--- config.mk ---
export PLATFORM = sky130hd
export DESIGN_NAME = instr_encoder_loader
export DESIGN_NICKNAME = d
export VERILOG_FILES = /design/src/rtl/instr_encoder_loader.sv
export SDC_FILE = /design/constraint.sdc
export NUM_CORES = 1
export LEC_CHECK = 0
export ABC_AREA = 1
export CAP_MARGIN = 20
export CORE_MARGIN = 3
export CORE_UTILIZATION = 55
export DETAILED_ROUTE_END_ITERATION = 12
export PLACE_DENSITY = 0.8
export SYNTH_ARGS = -nofsm -noshare
export SYNTH_HDL_FRONTEND = slang
export SYNTH_SLANG_ARGS = --single-unit
--- constraint.sdc ---
create_clock -name clk -period 4.95 [get_ports clk]
set_clock_uncertainty 0.15 [all_clocks]
set_input_delay 0.7425 -clock clk [delete_from_list [all_inputs] [get_ports clk]]
set_output_delay 0.7425 -clock clk [all_outputs]
set_load 0.01 [all_outputs]
--- src/rtl/instr_encoder_loader.sv ---
// instr_encoder_loader: encodes instruction field sets into 32-bit ARM words and streams
// them into instruction memory through its write port.
//
// Ports:
//   clk, rst_n          clock, synchronous active-low reset
//   start, finish       1-cycle pulses: begin a load at BASE_ADDR / stop accepting and drain
//   in_valid, in_ready  field-set handshake
//   in_mode .. in_operand  instruction fields (mode, opcode, S, I, cond, Rn, Rd, operand)
//   imem_we/addr/wdata  registered imem write port, one word per asserted cycle
//   busy, done, err     status: not idle / drain complete pulse / sticky illegal-set flag
//   word_count          words written since start
module instr_encoder_loader #(
  parameter int unsigned              FIFO_DEPTH = 4,
  parameter int unsigned              ADDR_W     = 32,
  parameter logic [ADDR_W-1:0]        BASE_ADDR  = '0,
  parameter int unsigned              MEM_WORDS  = 256
) (
  input  logic              clk,
  input  logic              rst_n,
  input  logic              start,
  input  logic              finish,
  input  logic              in_valid,
  output logic              in_ready,
  input  logic [1:0]        in_mode,
  input  logic [3:0]        in_op_code,
  input  logic              in_S,
  input  logic              in_I,
  input  logic [3:0]        in_cond,
  input  logic [3:0]        in_rn,
  input  logic [3:0]        in_rd,
  input  logic [23:0]       in_operand,
  output logic              imem_we,
  output logic [ADDR_W-1:0] imem_addr,
  output logic [31:0]       imem_wdata,
  output logic              busy,
  output logic              done,
  output logic              err,
  output logic [ADDR_W-1:0] word_count
);

  localparam int unsigned PtrW = (FIFO_DEPTH > 1) ? $clog2(FIFO_DEPTH) : 1;
  localparam int unsigned CntW = PtrW + 1;

  typedef enum logic [1:0] {StIdle, StRun, StDrain} state_e;

  state_e state_q, state_d;

  logic [31:0]       fifo_q [FIFO_DEPTH];
  logic [PtrW-1:0]   wr_ptr_q, rd_ptr_q;
  logic [CntW-1:0]   fifo_cnt_q;
  logic [ADDR_W-1:0] word_count_q;
  logic              err_q;
  logic              we_q;
  logic [ADDR_W-1:0] addr_q;
  logic [31:0]       wdata_q;

  logic [31:0]       enc;
  logic              legal;
  logic              legal_op;
  logic              s_bit;
  logic              fifo_full;
  logic              fifo_empty;
  logic [ADDR_W-1:0] reserved;
  logic              cap_ok;
  logic              accept;
  logic              push;
  logic              pop;
  logic              start_load;

  // ---------------------------------------------------------------------------
  // Field encoder
  // ---------------------------------------------------------------------------
  always_comb begin
    legal_op = 1'b0;
    case (in_op_code)
      4'b0000, 4'b0001, 4'b0010, 4'b0100, 4'b0101, 4'b0110,
      4'b1000, 4'b1010, 4'b1100, 4'b1101, 4'b1111: legal_op = 1'b1;
      default:                                     legal_op = 1'b0;
    endcase
  end

  // TST and CMP only exist in flag-setting form, so force S for them.
  assign s_bit = in_S | (in_op_code == 4'b1010) | (in_op_code == 4'b1000);

  always_comb begin
    enc   = '0;
    legal = 1'b0;
    unique case (in_mode)
      2'b00: begin
        enc   = {in_cond, 2'b00, in_I, in_op_code, s_bit, in_rn, in_rd, in_operand[11:0]};
        legal = legal_op;
      end
      2'b01: begin
        // Pre-indexed, add offset, word, no writeback; S selects load vs store.
        enc   = {in_cond, 2'b01, 1'b0, 1'b1, 1'b1, 1'b0, 1'b0, in_S, in_rn, in_rd,
                 in_operand[11:0]};
        legal = 1'b1;
      end
      2'b10: begin
        enc   = {in_cond, 3'b101, 1'b0, in_operand};
        legal = 1'b1;
      end
      default: begin
        enc   = '0;
        legal = 1'b0;
      end
    endcase
  end

  // ---------------------------------------------------------------------------
  // Handshake and FIFO control
  // ---------------------------------------------------------------------------
  assign fifo_full  = (fifo_cnt_q == CntW'(FIFO_DEPTH));
  assign fifo_empty = (fifo_cnt_q == '0);
  // Words already written plus words queued; a popped word counts in word_count at once.
  assign reserved   = word_count_q + ADDR_W'(fifo_cnt_q);
  assign cap_ok     = (reserved < ADDR_W'(MEM_WORDS));

  assign in_ready   = (state_q == StRun) & ~fifo_full & cap_ok;
  assign accept     = in_valid & in_ready;
  assign push       = accept & legal;
  assign pop        = ~fifo_empty;
  assign start_load = (state_q == StIdle) & start;

  // ---------------------------------------------------------------------------
  // FSM
  // ---------------------------------------------------------------------------
  always_comb begin
    state_d = state_q;
    done    = 1'b0;
    unique case (state_q)
      StIdle: begin
        if (start) state_d = StRun;
      end
      StRun: begin
        if (finish || (reserved == ADDR_W'(MEM_WORDS))) state_d = StDrain;
      end
      StDrain: begin
        if (fifo_empty && !we_q) begin
          state_d = StIdle;
          done    = 1'b1;
        end
      end
      default: state_d = StIdle;
    endcase
  end

  // ---------------------------------------------------------------------------
  // State
  // ---------------------------------------------------------------------------
  always_ff @(posedge clk) begin
    if (!rst_n) begin
      state_q      <= StIdle;
      wr_ptr_q     <= '0;
      rd_ptr_q     <= '0;
      fifo_cnt_q   <= '0;
      word_count_q <= '0;
      err_q        <= 1'b0;
      we_q         <= 1'b0;
      addr_q       <= BASE_ADDR;
      wdata_q      <= '0;
    end else begin
      state_q <= state_d;
      if (push) wr_ptr_q <= wr_ptr_q + 1'b1;
      if (pop)  rd_ptr_q <= rd_ptr_q + 1'b1;
      if (push && !pop)      fifo_cnt_q <= fifo_cnt_q + 1'b1;
      else if (!push && pop) fifo_cnt_q <= fifo_cnt_q - 1'b1;

      we_q <= pop;
      if (pop) begin
        addr_q  <= BASE_ADDR + {word_count_q[ADDR_W-3:0], 2'b00};
        wdata_q <= fifo_q[rd_ptr_q];
      end

      if (start_load) begin
        word_count_q <= '0;
        err_q        <= 1'b0;
      end else begin
        if (pop)               word_count_q <= word_count_q + 1'b1;
        if (accept && !legal)  err_q        <= 1'b1;
      end
    end
  end

  // Storage needs no reset: entries are only read after being written.
  always_ff @(posedge clk) begin
    if (push) fifo_q[wr_ptr_q] <= enc;
  end

  assign imem_we    = we_q;
  assign imem_addr  = addr_q;
  assign imem_wdata = wdata_q;
  assign busy       = (state_q != StIdle);
  assign err        = err_q;
  assign word_count = word_count_q;

endmodule
# --- Yosys cells after proc, flatten, opt, wreduce, memory -nomap -nowiden ---
# Memories as Yosys holds them, arrays and structs flattened. A register that Yosys moved wholly into a read port is not among the register bits.
# Index checks and enable logic that the tools add are counted.
word_totals:
  register_bits: 73
  mem_bits_rw: 128
  rom_bits: 16
  in_bits: 49
  elab_cells: 68
  n_memories: 2
op_classes:
  add_sub_neg: 6
  magnitude_cmp: 1
  n_eq_ne: 11
  muxes: 12
  bitwise_logic: 10
  n_reduce_logical: 18
memory_table:
  columns: ["memory", "depth", "word_bits", "rd", "rd_ports_with_merged_regs", "write_ports", "line_no", "text"]
  rows:
  - ["fifo_q", 4, 32, 1, 1, 1, "48", "logic [31:0] fifo_q [FIFO_DEPTH];"]
  - ["(name not given)", 16, 1, 1, 0, 0, "75", "case (in_op_code)"]
op_table:
  columns: ["cell", "n"]
  rows:
  - ["case mux 32 bit (3 select lines)", 1]
  - ["adder 32 x 1 -> 32 bit, second input constant", 1]
  - ["adder 32 x 3 -> 32 bit", 1]
  - ["equality test 32 x 9 -> 1 bit, second input constant", 1]
  - ["less-than comparator 32 x 9 -> 1 bit, second input constant", 1]
  - ["equality test 4 bit, second input constant", 2]
  - ["two-way mux 2 bit", 3]
  - ["two-way mux 3 bit", 2]
  - ["case mux 2 bit (3 select lines)", 1]
  - ["bitwise AND 1 bit", 5]
  - ["logical NOT 1 bit", 5]
  - ["adder 2 x 1 -> 2 bit, second input constant", 2]
  - ["equality test 2 x 1 -> 1 bit, second input constant", 2]
  - ["equality test 2 bit, second input constant", 2]
  - ["logical AND 1 bit", 4]
  - ["logical NOT 2 bit", 2]
  - ["two-way mux 1 bit", 4]
  - ["inequality test 2 bit, second input constant", 2]
  - ["nonzero test 2 bit", 2]
  - ["OR reduction 2 bit", 2]
  - ["adder 3 x 1 -> 3 bit, second input constant", 1]
  - ["equality test 3 bit, second input constant", 1]
  - ["logical NOT 3 bit", 1]
  - ["inverter 1 bit", 3]
  - ["6 further kinds", 7]

# --- Longest topological paths before layout ---
# Gate-level depths: netlist of run 1.
logic_depth:
  ltp_word: 10
  ltp_mapped: 21
  depth_no_buf: 21

# --- Worst setup path after synthesis of run 1 ---
# No wires, ideal clock.
synth_path:
  path_type: "reg-to-reg"
  start: "register word_count_q[0] (netlist: word_count[0])"
  end: "memory fifo_q[0][0] (enable)"
  setup_time_ns: 0.421
  arrival_time_ns: 3.476
  setup_slack_ns: 0.903
  stages_incl_launch_ff: 16
  n_path_buf: 0
  synth_period_minus_slack_ns: 4.047
  path_cell_list: "dfxtp_1 > ha_1 > fa_1 > nand3_1 > nand2_1 > nand3_1 > clkinv_1 > nand2_1 > nand2_1 > nand2_1 > nand2_1 > nor2_1 > nand2_1 > nor2_4 > nand4_4 > nor2_1"
synth_via:
  elab_chain_len: 7
synth_lines:
  columns: ["element", "line_no", "text"]
  rows:
  - ["from (decl)", "51", "logic [ADDR_W-1:0] word_count_q;"]
  - ["from (signal assigned)", "179", "if (pop) word_count_q <= word_count_q + 1'b1;"]
  - ["adder 32 x 3 -> 32 bit", "116", "assign reserved = word_count_q + ADDR_W'(fifo_cnt_q);"]
  - ["less-than comparator 32 x 9 -> 1 bit", "117", "assign cap_ok = (reserved < ADDR_W'(MEM_WORDS));"]
  - ["bitwise AND 1 bit", "119", "assign in_ready = (state_q == StRun) & ~fifo_full & cap_ok;"]
  - ["bitwise AND 1 bit", "120", "assign accept = in_valid & in_ready;"]
  - ["bitwise AND 1 bit", "121", "assign push = accept & legal;"]
  - ["two-way mux 1 bit", "187", "if (push) fifo_q[wr_ptr_q] <= enc;"]
  - ["two-way mux 1 bit (implied by the code)", "187", null]
  - ["to (decl)", "48", null]
# Every way passes these cells.

# --- Worst setup path after layout of run 1 ---
layout_path:
  start: "register word_count_q[0] (netlist: word_count[0])"
  end: "output port in_ready"
layout_via:
  elab_chain_len: 3
layout_lines:
  columns: ["element", "line_no", "text"]
  rows:
  - ["adder 32 x 3 -> 32 bit", "116", null]
  - ["less-than comparator 32 x 9 -> 1 bit", "117", null]
  - ["bitwise AND 1 bit", "119", null]
  - ["to (decl)", "23", "output logic in_ready,"]
# Every way passes these cells.

==> flow_metrics.env, run 1 <==
export IMPL_status="completed"
export IMPL_crit_type="flip-flop to output port"
export IMPL_drt_first_pass_iters=6
export IMPL_h_tree_depth=1
export IMPL_ctsResizeCount=0
export IMPL_synthArstFlopShare=0
export IMPL_hp_class="flip-flop to flip-flop"
export IMPL_crit_path_start_kind="flip-flop"
export IMPL_synth_edf_count=128
export IMPL_peakVddDrop_mv=0.3184
export IMPL_globalplace_congestion=0.9924
export IMPL_portBuffers=147
export IMPL_slew_headroom=0.3226
export IMPL_rsz0062_at_grt="no"
export IMPL_design_power_total_uw=6137
export IMPL_crit_fanout=6
export IMPL_yosysWarnings=0
export IMPL_track_usage=0.2615
export IMPL_grt_pass1_vias=8862
export IMPL_vias=9021
export IMPL_syn_avg_cell_area_sq_um=8.614
export IMPL_dp_hpwl_um=19640
export IMPL_clockRootBuffer="clkbuf_16"
export IMPL_synth_ff_type="edfxtp_1"
export IMPL_tightest_slew_ns=1.015
export IMPL_drv_slew=0
export IMPL_endpoint_kind="output port"
export IMPL_wl_per_cell_um=17.06
export IMPL_nets=1443
export IMPL_clkLatencyLatePin_ns=0.51
export IMPL_syn_cell_area_sq_um=10690
export IMPL_antenna_diode_count=0
export IMPL_hold_buffers=0
export IMPL_fin_crit_sh=0.8726
export IMPL_syn_inst=1241
export IMPL_tns_ns=0
export IMPL_worstPathRequired_ns=4.06
export IMPL_max_freq_mhz=231.5
export IMPL_die_area_sq_um=21150
export IMPL_clk_pin_slew_worst_paths_ns=0.06
export IMPL_period_needed_ns=4.319
export IMPL_multi_input_area_sq_um=4035
export IMPL_ys_seq_area_frac=0.5562
export IMPL_fp_row_count=50
export IMPL_ios=150
export IMPL_drv_cap=0
export IMPL_die_h_um=145.4
export IMPL_cts_inserted_buffers=24
export IMPL_grt_max_degree=68
export IMPL_ys_ff_latch=233
export IMPL_core_area_sq_um=18890
export IMPL_synthTopCellsByArea="edfxtp_1 (36%), dfxtp_1 (20%), nand2_1 (7.7%)"
export IMPL_die_w_um=145.4
export IMPL_grt_ovfl_total=0
export IMPL_total_leakage_power_uw=0.005134
export IMPL_antenna_found_initial=0
export IMPL_synth_top_cell_area_share=0.3596
export IMPL_via_per_inst=5.447
export IMPL_yosys_cell_types_count=37
export IMPL_clk_path_buf_depth=3
export IMPL_wirelength_um=28250
export IMPL_grt_pass1_wl_um=45380
export IMPL_cts_tree="yes"
export IMPL_ant_nets=0
export IMPL_drt_initial_drc_count=813
export IMPL_drive_above_1_share=0.06304
export IMPL_yosys_area_top_type="edfxtp_1"
export IMPL_syn_to_final_growth_pct=23.47
export IMPL_fillers=1530
export IMPL_drc=0
export IMPL_post_cts_setup_buffers=0
export IMPL_finalHoldViolCount=0
export IMPL_arrival_ns=3.43
export IMPL_cts_sinks=233
export IMPL_initial_core_util=0.5658
export IMPL_setup_viol=0
export IMPL_p_per_area_nw_per_um2=465.0
export IMPL_final_seq_area_sq_um=5947
registers in the layout, summed over array words and instances, names as in the netlist:
register    flops
imem_addr      30
state_q         2
imem_wdata     32
rd_ptr_q        2
word_count     32
wr_ptr_q        2
fifo_q        128
fifo_cnt_q      3
err             1
imem_we         1
metal layers:
layer | vias to the layer above | global-route usage | part of all wire
met5 | - | 0 | 0
met4 | 0 | 0.07407 | 0.025
met3 | 46 | 0.03395 | 0.060
met2 | 333 | 0.4394 | 0.47
met1 | 4243 | 0.3607 | 0.44
li1 | 4399 | - | -
kinds of logic after synthesis:
kind of cell / after synthesis / synth area share
other: 1 / 0.0003508
flip-flops: 233 / 0.5562
AO/OA/AOI/OAI: 303 / 0.1548
AND/OR/NAND/NOR: 480 / 0.1908
adder cells (fa/ha/maj): 16 / 0.01943
buffers and inverters: 198 / 0.07022
XOR/XNOR: 10 / 0.008193
where the power goes:
group | total, uW | internal [uW] | switching (uW) | leakage (uW)
Sequential | 2450 | 2310 | 139 | 0.00203
Clock | 1730 | 1010 | 714 | 0.000365
Combinational | 1960 | 800 | 1160 | 0.00274
Total | 6140 | 4120 | 2020 | 0.00513
critical path, stage by stage, from the launching register on:
cell	delay [ns]
dfxtp_1	0.41
ha_1	0.30
fa_1	0.28
nand3_1	0.09
nand2_1	0.19
nand3_1	0.19
nand2_1	0.10
nand2_1	0.06
a21oi_1	0.19
nand3_1	0.14
nor2_2	0.21
nand3_1	0.13
inv_1	0.08
clkdlybuf4s50_1	0.53
cell usage after synthesis, types with 7 or more instances:
master and instances:
xor2_1 9, ha_1 15, o21bai_1 32, nand2_1 219, o22ai_1 32, a21oi_1 68, nor2_1 162, nand2_2 10
clkbuf_1 47, dfxtp_1 105, o21ai_0 160, inv_1 142, nor2_2 11, edfxtp_1 128, nand4_1 7, nor3_1 10
nand3_1 47, nor2_4 8
cell type report:
cell class	instances	share of cell area
sequential	233	0.4506
multi-input combinational	811	0.3057
timing repair buffer	160	0.1194
clock buffer	37	0.05223
inverter	148	0.04209
tap	260	0.02465
clock inverter	7	0.005309
worst paths after layout:
| kind | cells after the start | slack [ns] | to | startpoint |
|---|---|---|---|---|
| max | 13 | 0.63 | in_ready | word_count[0] |
| min | 2 | 0.30 | err | err |
| max reg2reg | 16 | 1.23 | fifo_q[0][16] | word_count[0] |
| min reg2reg | 2 | 0.30 | err | err |
metrics by stage:
stage	std cells	util	instance area [sq um]	hold slack (ns)	setup slack (ns)
3_3_place_gp	1612	0.6584	12440	0.2932	1.114
4_1_cts	1656	0.6986	13200	0.3061	0.6527
2_1_floorplan	1242	-	10690	0.3086	0.9027
5_1_grt	1656	0.6986	13200	0.3243	0.3778
6_report	1656	0.6986	13200	0.3017	0.6307
3_5_place_dp	1612	0.6584	12440	0.2979	1.014
cell usage in the layout, fill, tap and decap left out, types with 2 or more instances in the layout:
| master | instances |
|---|---|
| clkinv_1 | 6 |
| dfxtp_1 | 104 |
| nand4_1 | 7 |
| nor3_1 | 10 |
| edfxtp_1 | 128 |
| inv_2 | 4 |
| o21bai_1 | 32 |
| clkbuf_8 | 4 |
| clkdlybuf4s50_1 | 146 |
| nand2_1 | 219 |
| nor2_4 | 13 |
| a211oi_1 | 2 |
| nand3_1 | 47 |
| ha_1 | 15 |
| o211ai_1 | 2 |
| nor2_1 | 157 |
| clkbuf_16 | 24 |
| a21oi_1 | 68 |
| inv_1 | 141 |
| xor2_1 | 9 |
| conb_1 | 2 |
| nor2_2 | 11 |
| buf_4 | 12 |
| o22ai_1 | 32 |
| nand2_2 | 10 |
| o21ai_1 | 4 |
| o21ai_0 | 160 |
| clkbuf_1 | 9 |
No activity file was read; power rests on OpenSTA's default activity.
==> run 2: changes to the inputs <==
- CORE_UTILIZATION: 55 -> 59
- CTS_CLUSTER_SIZE: unset -> 28
- PLACE_DENSITY: 0.8 -> unset
- PLACE_DENSITY_LB_ADDON: unset -> 0.1
- clock period: 4.95 -> 5.3 ns (I/O delays scaled with it)
==> flow_metrics.env, run 2 (same netlist as run 1, synthesis figures left out) <==
export IMPL_p_per_area_nw_per_um2=442.9
export IMPL_slowest_delay_ns=0.56
export IMPL_total_leakage_power_uw=0.005167
export IMPL_drc=0
export IMPL_ios=150
export IMPL_track_usage=0.2928
export IMPL_portBuffers=147
export IMPL_grt_max_degree=86
export IMPL_grt_ovfl_total=0
export IMPL_dp_slack_ns=1.183
export IMPL_initial_core_util=0.6096
export IMPL_cts_tree="yes"
export IMPL_clk_path_buf_depth=3
export IMPL_peakVddDrop_mv=0.3965
export IMPL_tns_ns=0
export IMPL_grt_pass1_wl_um=46370
export IMPL_clockRootBuffer="clkbuf_16"
export IMPL_endpoint_kind="output port"
export IMPL_setup_slack_ns=0.8192
export IMPL_fin_hold_ws_ns=0.3305
export IMPL_die_w_um=140.6
export IMPL_worstPathRequired_ns=4.36
export IMPL_die_h_um=140.6
export IMPL_drt_initial_drc_count=654
export IMPL_clkLatencyLatePin_ns=0.53
export IMPL_largest_reg_flops=128
export IMPL_post_cts_setup_buffers=0
export IMPL_dp_hpwl_um=20050
export IMPL_regMostFlops="fifo_q"
export IMPL_fp_row_count=48
export IMPL_cts_inserted_buffers=24
export IMPL_antenna_diode_count=0
export IMPL_clkPwrFrac=0.287
export IMPL_vias=9257
export IMPL_wl_per_cell_um=18.06
export IMPL_p_switching_uw=1957
export IMPL_seqPwrFrac=0.393
export IMPL_drive_above_1_share=0.06805
export IMPL_drv_slew=0
export IMPL_clk_pin_slew_worst_paths_ns=0.06
export IMPL_drv_cap=0
export IMPL_crit_path_start_kind="flip-flop"
export IMPL_rsz0062_at_grt="no"
export IMPL_swShare=0.3350
export IMPL_finalHoldViolCount=0
export IMPL_layout_commonest_cell="nand2_1"
export IMPL_crit_chain="ha_1, fa_1, nand3_1, nand2_1, nand2_1, xor2_1, nor2_1, o211ai_1, nor2_2, nand3_1, inv_1, clkdlybuf4s50_1"
export IMPL_via_per_inst=5.711
export IMPL_grt_pass1_vias=9051
export IMPL_multi_input_area_sq_um=4035
export IMPL_crit_type="flip-flop to output port"
export IMPL_final_cell_mix="nand2_1 (219), o21ai_0 (160), nor2_1 (157), clkdlybuf4s50_1 (146), inv_1 (141)"
export IMPL_tightest_slew_ns=0.9442
export IMPL_p_int_uw=3884
export IMPL_finish_utilization=0.7521
export IMPL_arrival_ns=3.54
export IMPL_slew_headroom=0.3699
export IMPL_max_freq_mhz=223.2
export IMPL_wirelength_um=29280
export IMPL_ctsResizeCount=0
export IMPL_h_tree_depth=1
export IMPL_placed_area_sq_um=12380
export IMPL_cts_sinks=233
export IMPL_setup_viol=0
export IMPL_period_needed_ns=4.481
export IMPL_syn_to_final_growth_pct=23.39
export IMPL_core_area_sq_um=17540
export IMPL_comb_power_share=0.320
export IMPL_nets=1443
export IMPL_die_area_sq_um=19770
export IMPL_fin_crit_sh=0.8454
export IMPL_hp_class="flip-flop to flip-flop"
export IMPL_fillers=1286
export IMPL_cp_slowest_cell="clkdlybuf4s50_1"
export IMPL_hold_buffers=0
export IMPL_globalplace_congestion=0.9282
export IMPL_final_seq_area_sq_um=5947
export IMPL_status="completed"
export IMPL_design_area_sq_um=13190
export IMPL_antenna_found_initial=0
export IMPL_ant_nets=0
export IMPL_drt_first_pass_iters=5
export IMPL_crit_fanout=6
==> run 2: changes by cell type in the layout (fill, tap and decap cells not counted), sizes merged <==
cell      delta
clkbuf       -7
clkinv       +6
bufinv       +1
clkinvlp     -1
inv          +1
==> run 2: per-stage QoR <==
step | cells | total power (uW)
6_report | 1621 | 5842
5_1_grt | 1621 | 6152
4_1_cts | 1621 | 5870
3_5_place_dp | 1577 | 4163
3_3_place_gp | 1577 | 4102
2_1_floorplan | 1242 | 3342
==> run 2: final cells by class <==
| class | instances | share of cell area |
|---|---|---|
| flip-flops and latches | 233 | 0.4509 |
| multi-input cells | 811 | 0.3059 |
| repair buffers | 160 | 0.1186 |
| clock buffers | 30 | 0.04952 |
| inverters | 148 | 0.04212 |
| well taps | 225 | 0.02134 |
| clock inverters | 14 | 0.01167 |
==> run 2: metal layers <==
layer | track usage | part of all wire | routed length [um]
met1 | 0.3833 | 0.41 | 11860
met2 | 0.4972 | 0.49 | 14240
met3 | 0.04444 | 0.072 | 2098
met4 | 0.1081 | 0.037 | 1079
met5 | 0 | 0 | 0
==> run 2: critical path, delay by kind of cell (launching register included) <==
family	cells	cell delay [ns]
xor+xnor	1	0.11
compound gates	1	0.13
fa+ha+maj	2	0.74
buf+inv	2	0.65
flops	1	0.36
simple gates	6	1.01
==> run 2: power groups by stage <==
stage	registers (uW)	logic [uW]	clock network, uW
floorplan	2410	935	0
global placement	2320	1790	0
detailed placement	2320	1840	0
CTS	2290	1870	1700
global route	2320	2060	1770
finish	2290	1870	1680
==> run 2: final timing paths <==
| kind | start | endpoint | slack (ns) | cells after the start |
|---|---|---|---|---|
| worst max-delay path | word_count[0] | in_ready | 0.82 | 12 |
| worst min register to register | imem_addr[6] | imem_addr[6] | 0.33 | 2 |
| worst max register to register | word_count[0] | fifo_q[1][31] | 1.43 | 15 |
| worst min-delay path | imem_addr[6] | imem_addr[6] | 0.33 | 2 |
